**src/rtl/conv_cfg_pkg.sv**
```systemverilog
// Shared types for the conv_kernel frame/config controller: FSM encoding,
// coefficient index type and the identity-kernel generator.
package conv_cfg_pkg;

  typedef enum logic {
    IDLE    = 1'b0,
    PENDING = 1'b1
  } cfg_state_e;

  typedef logic [7:0] coef_idx_t;

  // Upper bound on SIZE*SIZE*KERNEL_WIDTH for the identity-kernel helper.
  localparam int MAX_KERNEL_BITS = 1024;

  // Identity kernel: centre coefficient = +1, all others 0, index 0 in the LSBs.
  function automatic logic [MAX_KERNEL_BITS-1:0] identity_kernel(input int size, input int kw);
    logic [MAX_KERNEL_BITS-1:0] k;
    k = '0;
    k[((size * size) / 2) * kw] = 1'b1;
    return k;
  endfunction

endpackage

```
**src/rtl/raster_counter.sv**
```systemverilog
// Raster position tracker for the conv_kernel pixel stream: row/col of the
// next beat plus the combinational sof/eol/eof beat qualifiers.
module raster_counter #(
  parameter int WIDTH     = 640,
  parameter int HEIGHT    = 480,
  parameter int POS_WIDTH = 13
) (
  input  logic                 clk,
  input  logic                 reset_n,
  input  logic                 pix_valid_i,
  output logic [POS_WIDTH-1:0] row_o,
  output logic [POS_WIDTH-1:0] col_o,
  output logic                 sof_o,
  output logic                 eol_o,
  output logic                 eof_o
);

  localparam logic [POS_WIDTH-1:0] COL_LAST = POS_WIDTH'(WIDTH - 1);
  localparam logic [POS_WIDTH-1:0] ROW_LAST = POS_WIDTH'(HEIGHT - 1);

  logic [POS_WIDTH-1:0] row_q;
  logic [POS_WIDTH-1:0] col_q;
  logic                 line_end;
  logic                 last_row;

  assign line_end = (col_q == COL_LAST);
  assign last_row = (row_q == ROW_LAST);

  always_ff @(posedge clk or negedge reset_n) begin
    if (!reset_n) begin
      row_q <= '0;
      col_q <= '0;
    end else if (pix_valid_i) begin
      if (line_end) begin
        col_q <= '0;
        row_q <= last_row ? '0 : row_q + 1'b1;
      end else begin
        col_q <= col_q + 1'b1;
      end
    end
  end

  assign row_o = row_q;
  assign col_o = col_q;
  assign sof_o = pix_valid_i && (row_q == '0) && (col_q == '0);
  assign eol_o = pix_valid_i && line_end;
  assign eof_o = eol_o && last_row;

endmodule

```
**src/rtl/conv_frame_ctrl.sv**
```systemverilog
// Frame sequencer and coefficient shadow/active controller for conv_kernel.
// Optional stats (frame_cnt_o, cfg_drop_o) are built when CONV_FRAME_CTRL_STATS_EN is defined.
module conv_frame_ctrl
  import conv_cfg_pkg::*;
#(
  parameter int WIDTH        = 640,
  parameter int HEIGHT       = 480,
  parameter int SIZE         = 3,
  parameter int KERNEL_WIDTH = 4,
  parameter int NORM_WIDTH   = 4,
  parameter int POS_WIDTH    = 13
) (
  input  logic                              clk,
  input  logic                              reset_n,
  input  logic                              pix_valid_i,
  input  logic                              cfg_wr_i,
  input  logic [7:0]                        cfg_idx_i,
  input  logic [KERNEL_WIDTH-1:0]           cfg_data_i,
  input  logic                              cfg_norm_wr_i,
  input  logic [NORM_WIDTH-1:0]             cfg_norm_i,
  input  logic                              cfg_commit_i,
  output logic                              cfg_busy_o,
  output logic [SIZE*SIZE*KERNEL_WIDTH-1:0] kernel_o,
  output logic [NORM_WIDTH-1:0]             norm_o,
  output logic [POS_WIDTH-1:0]              row_o,
  output logic [POS_WIDTH-1:0]              col_o,
  output logic                              sof_o,
  output logic                              eol_o,
  output logic                              eof_o,
  output logic [15:0]                       frame_cnt_o,
  output logic                              cfg_drop_o,
  output cfg_state_e                        fsm_state_o
);

  localparam int NUM_COEF    = SIZE * SIZE;
  localparam int KERNEL_BITS = NUM_COEF * KERNEL_WIDTH;
  localparam logic [MAX_KERNEL_BITS-1:0] IDENT_FULL = identity_kernel(SIZE, KERNEL_WIDTH);
  localparam logic [KERNEL_BITS-1:0]     IDENT      = IDENT_FULL[KERNEL_BITS-1:0];
  localparam logic [NORM_WIDTH-1:0]      NORM_ONE   = NORM_WIDTH'(1);

  cfg_state_e             state_q;
  cfg_state_e             state_d;
  logic [KERNEL_BITS-1:0] shadow_q;
  logic [KERNEL_BITS-1:0] shadow_d;
  logic [KERNEL_BITS-1:0] active_q;
  logic [NORM_WIDTH-1:0]  shadow_norm_q;
  logic [NORM_WIDTH-1:0]  shadow_norm_d;
  logic [NORM_WIDTH-1:0]  active_norm_q;
  logic                   between_frames;
  logic                   idle_start;
  logic                   wr_accept;
  logic                   norm_accept;
  logic                   apply;

  raster_counter #(
    .WIDTH    (WIDTH),
    .HEIGHT   (HEIGHT),
    .POS_WIDTH(POS_WIDTH)
  ) u_raster (
    .clk        (clk),
    .reset_n    (reset_n),
    .pix_valid_i(pix_valid_i),
    .row_o      (row_o),
    .col_o      (col_o),
    .sof_o      (sof_o),
    .eol_o      (eol_o),
    .eof_o      (eof_o)
  );

  // Nothing in flight: at the raster origin with no beat this cycle.
  assign between_frames = (row_o == '0) && (col_o == '0) && !pix_valid_i;
  assign idle_start     = cfg_commit_i && between_frames;

  // FSM state register
  always_ff @(posedge clk or negedge reset_n) begin
    if (!reset_n) state_q <= IDLE;
    else          state_q <= state_d;
  end

  // FSM next state; a commit on an eof beat in IDLE waits for the following eof
  always_comb begin
    state_d = state_q;
    case (state_q)
      IDLE:    if (cfg_commit_i && !idle_start) state_d = PENDING;
      PENDING: if (eof_o) state_d = IDLE;
      default: state_d = IDLE;
    endcase
  end

  // FSM outputs
  always_comb begin
    wr_accept   = 1'b0;
    norm_accept = 1'b0;
    apply       = 1'b0;
    cfg_busy_o  = 1'b0;
    case (state_q)
      IDLE: begin
        wr_accept   = cfg_wr_i;
        norm_accept = cfg_norm_wr_i;
        apply       = idle_start;
      end
      PENDING: begin
        apply      = eof_o;
        cfg_busy_o = 1'b1;
      end
      default: ;
    endcase
  end

  // Shadow next value; out-of-range indices match no slot and fall away.
  for (genvar k = 0; k < NUM_COEF; k++) begin : g_coef
    assign shadow_d[k*KERNEL_WIDTH +: KERNEL_WIDTH] =
      (wr_accept && (cfg_idx_i == coef_idx_t'(k))) ? cfg_data_i
                                                   : shadow_q[k*KERNEL_WIDTH +: KERNEL_WIDTH];
  end

  assign shadow_norm_d = !norm_accept         ? shadow_norm_q :
                         (cfg_norm_i == '0)   ? NORM_ONE      : cfg_norm_i;

  always_ff @(posedge clk or negedge reset_n) begin
    if (!reset_n) begin
      shadow_q      <= IDENT;
      shadow_norm_q <= NORM_ONE;
    end else begin
      shadow_q      <= shadow_d;
      shadow_norm_q <= shadow_norm_d;
    end
  end

  // Active bank loads from shadow_d so a same-cycle write is part of the commit.
  always_ff @(posedge clk or negedge reset_n) begin
    if (!reset_n) begin
      active_q      <= IDENT;
      active_norm_q <= NORM_ONE;
    end else if (apply) begin
      active_q      <= shadow_d;
      active_norm_q <= shadow_norm_d;
    end
  end

  assign kernel_o    = active_q;
  assign norm_o      = active_norm_q;
  assign fsm_state_o = state_q;

`ifdef CONV_FRAME_CTRL_STATS_EN
  logic [15:0] frame_cnt_q;
  logic        cfg_drop_q;
  logic        drop_evt;

  assign drop_evt = (state_q == PENDING) && (cfg_wr_i || cfg_norm_wr_i);

  always_ff @(posedge clk or negedge reset_n) begin
    if (!reset_n) begin
      frame_cnt_q <= '0;
      cfg_drop_q  <= 1'b0;
    end else begin
      if (eof_o)    frame_cnt_q <= frame_cnt_q + 16'd1;
      if (drop_evt) cfg_drop_q  <= 1'b1;
    end
  end

  assign frame_cnt_o = frame_cnt_q;
  assign cfg_drop_o  = cfg_drop_q;
`else
  assign frame_cnt_o = '0;
  assign cfg_drop_o  = 1'b0;
`endif

endmodule
```
**config.mk**
```make
export PLATFORM = sky130hd
export DESIGN_NAME = conv_frame_ctrl
export DESIGN_NICKNAME = d
export VERILOG_FILES = /design/src/rtl/conv_cfg_pkg.sv /design/src/rtl/raster_counter.sv /design/src/rtl/conv_frame_ctrl.sv
export SDC_FILE = /design/constraint.sdc
export NUM_CORES = 1
export LEC_CHECK = 0
export ABC_AREA = 1
export CELL_PAD_IN_SITES_DETAIL_PLACEMENT = 0
export CELL_PAD_IN_SITES_GLOBAL_PLACEMENT = 1
export CORE_MARGIN = 4
export CORE_UTILIZATION = 40
export CTS_BUF_LIST = sky130_fd_sc_hd__clkbuf_8
export CTS_CLUSTER_DIAMETER = 30
export CTS_CLUSTER_SIZE = 24
export DETAILED_ROUTE_END_ITERATION = 6
export MAX_ROUTING_LAYER = met4
export PLACE_DENSITY = 0.88
export REMOVE_ABC_BUFFERS = 1
export SYNTH_ARGS = -nofsm -noshare
export SYNTH_HDL_FRONTEND = slang
export SYNTH_SLANG_ARGS = --single-unit
```
**constraint.sdc**
```tcl
create_clock -name clk -period 3.7 [get_ports clk]
set_input_delay 0.74 -clock clk [delete_from_list [all_inputs] [get_ports clk]]
set_output_delay 0.74 -clock clk [all_outputs]
set_load 0.05 [all_outputs]
```
==> impl_metrics.env <==
export IMPL_crit_type="input port to output pin"
export IMPL_hold_buffers=0
export IMPL_start_util_pct=41.2
export IMPL_setup_viol=0
export IMPL_hold_viol=0
export IMPL_port_buffers=92
export IMPL_yosysSeqAreaShare_pct=53.5
export IMPL_cts_setup_buffers=0
export IMPL_crit_start="pix_valid_i"
export IMPL_p_leak_nw=3.09
export IMPL_ys_warn_count=0
export IMPL_ant_nets=0
export IMPL_grt_setup_unrepaired="no"
export IMPL_clockBufferDepth=2
export IMPL_worstHoldPathType="input port to async pin"
export IMPL_cts_buffers=9
export IMPL_grt_pass1_vias=4173
export IMPL_ys_flop_type="dfrtp_1"
export IMPL_avgSynthCellArea_um2=8.41
export IMPL_drtPass1Iterations=4
export IMPL_reg2reg_slack_ns=1.36
export IMPL_die_w_um=120
export IMPL_insertion_delay_ns=0.37
export IMPL_fin_crit_ns=3.12
export IMPL_place_congestion=0.874
export IMPL_fmax_mhz=321
export IMPL_clock_skew_ns=0.0136
export IMPL_ioPinCount=110
export IMPL_status="finished clean"
export IMPL_vias=4192
export IMPL_cts_resized=0
export IMPL_rows=40
export IMPL_cap_violations=0
export IMPL_cp_arrival_ns=2.38
export IMPL_regToRegStartpoint="u_raster.col_o[0]"
export IMPL_cts_root_buf="clkbuf_8"
export IMPL_crit_fanout=8
export IMPL_fin_crit_sh_pct=84.2
export IMPL_crit_path_end_kind="output pin"
export IMPL_final_cell_mix="183 x nand2_1, 103 x dfrtp_1, 89 x clkdlybuf4s50_1"
export IMPL_path_clk_slew_ns=0.10
export IMPL_die_y_um=120
export IMPL_core_area_um2=12200
export IMPL_first_iter_violations=171
export IMPL_r2r_end="kernel_o[19]"
export IMPL_vdd_drop_max_uv=523
export IMPL_cts_sinks=107
export IMPL_synth_edff_count=0
export IMPL_ys_ff_latch=107
export IMPL_report_final_slew_viol_count=0
export IMPL_antenna_found_initial=0
export IMPL_synth_cell_type_count=32
export IMPL_grt_pass1_wl_mm=20.4
export IMPL_h_tree_depth=3
export IMPL_drc=0
export IMPL_cp_required_ns=2.96
export IMPL_final_setup_tns_ns=0
export IMPL_overflow=0
export IMPL_reg2reg_depth=10
export IMPL_vias_per_cell=4.88
export IMPL_start_kind="input port"
export IMPL_synthArstFlopShare_pct=100
export IMPL_wl_mm=12.0
export IMPL_syn2layout_area_growth_pct=24.1
export IMPL_grt_max_degree=69
export IMPL_power_density_nw_per_um2=390
export IMPL_final_common_cell="nand2_1"
export IMPL_wire_per_inst_um=14.0
export IMPL_die_area_um2=14400
export IMPL_num_nets_final=712
export IMPL_fill_cells=1202
export IMPL_drive_above_1_share_pct=6.08
export IMPL_dp_hpwl_mm=8.58
export IMPL_grt_total_usage_pct=17.8
export IMPL_syn_inst=596
export IMPL_worstSetupEndpoint="sof_o"
export IMPL_fin_util_pct=51.1
export IMPL_worst_slew_pin_slew_ns=0.851
export IMPL_n_antenna_cell=0
export IMPL_maxSlewHeadroom_pct=43.3
export IMPL_cts_tree="yes"
export IMPL_synth_area_um2=5010
## stage by stage
step	area (um2)	cells	hold WS, ns	power (mW)	setup WS (ns)
2_1_floorplan	4830	576	0.438	1.56	0.347
3_3_place_gp	6030	843	0.455	1.73	0.587
3_5_place_dp	6030	843	0.457	1.74	0.595
4_1_cts	6220	859	0.480	2.45	0.567
5_1_grt	6220	859	0.498	2.55	0.407
6_report	6220	859	0.467	2.43	0.584
## cell type report
type | instances | area, um2 | share of cell area, %
clock buffer | 9 | 124 | 1.99
clock inverter | 7 | 67.6 | 1.09
inverter | 47 | 176 | 2.84
multi-input combinational | 422 | 1970 | 31.6
sequential | 107 | 2680 | 43.1
tap | 168 | 210 | 3.38
timing repair buffer | 99 | 991 | 15.9
## where the power goes
group          total, mW  switching (mW)  internal (mW)
combinational      0.433           0.303          0.129
clock              0.712           0.399          0.313
sequential          1.28          0.0741           1.21
total               2.43           0.777           1.65
## logic make-up after synthesis
| kind of cell | after synthesis | share of synthesized area (%) |
|---|---|---|
| AOI/OAI and AO/OA | 42 | 4.37 |
| xor gates and xnor gates | 10 | 1.75 |
| adders and majority gates | 4 | 0.999 |
| buffers and inverters | 83 | 8.41 |
| DFF | 107 | 53.5 |
| other | 1 | 0.0748 |
| and+or+nand+nor | 349 | 30.9 |
## cells in the mapped netlist (2+ instances only)
cell type	number	area share, %
nor3_1	22	2.2
inv_2	2	0.15
clkbuf_1	6	0.45
buf_2	7	0.70
buf_4	19	2.8
nor2_1	39	2.9
dfstp_2	4	2.1
a21oi_1	6	0.60
nand4_1	12	1.5
dfrtp_1	103	51
inv_1	45	3.4
ha_1	4	1.0
xor2_1	6	1.0
xnor2_1	4	0.70
buf_6	4	0.90
nor2_4	3	0.67
o21ai_0	31	3.1
nand3_1	79	7.9
a31oi_1	2	0.25
nand2_1	183	14
nand2_2	3	0.37
nor3_2	2	0.40
## how the worst min path moves through the flow
stage | to | slack, ns
global route | shadow_q[7] | 0.50
detailed placement | shadow_q[21] | 0.46
CTS | shadow_q[21] | 0.48
global placement | shadow_q[20] | 0.46
floorplan | fsm_state_o | 0.44
finish | kernel_o[24] | 0.47
## registers in the layout (all words and copies together), names as in the netlist
signal          count
u_raster.col_o     13
norm_o              4
u_raster.row_o     13
shadow_q           36
fsm_state_o         1
shadow_norm_q       4
kernel_o           36
## metal layers
metal  GRT usage [%]  part of all wire [%]
met1            23.5                    47
met2            28.4                    48
met3            3.06                   4.2
met4            5.30                   1.5
met5               -                     0
## critical path, stage by stage
cell and delay [ns]:
clkdlybuf4s50_1 0.48, inv_1 0.12, nor3_1 0.21, clkdlybuf4s50_1 0.83
Note: power is estimated with default switching activity, not from simulation.
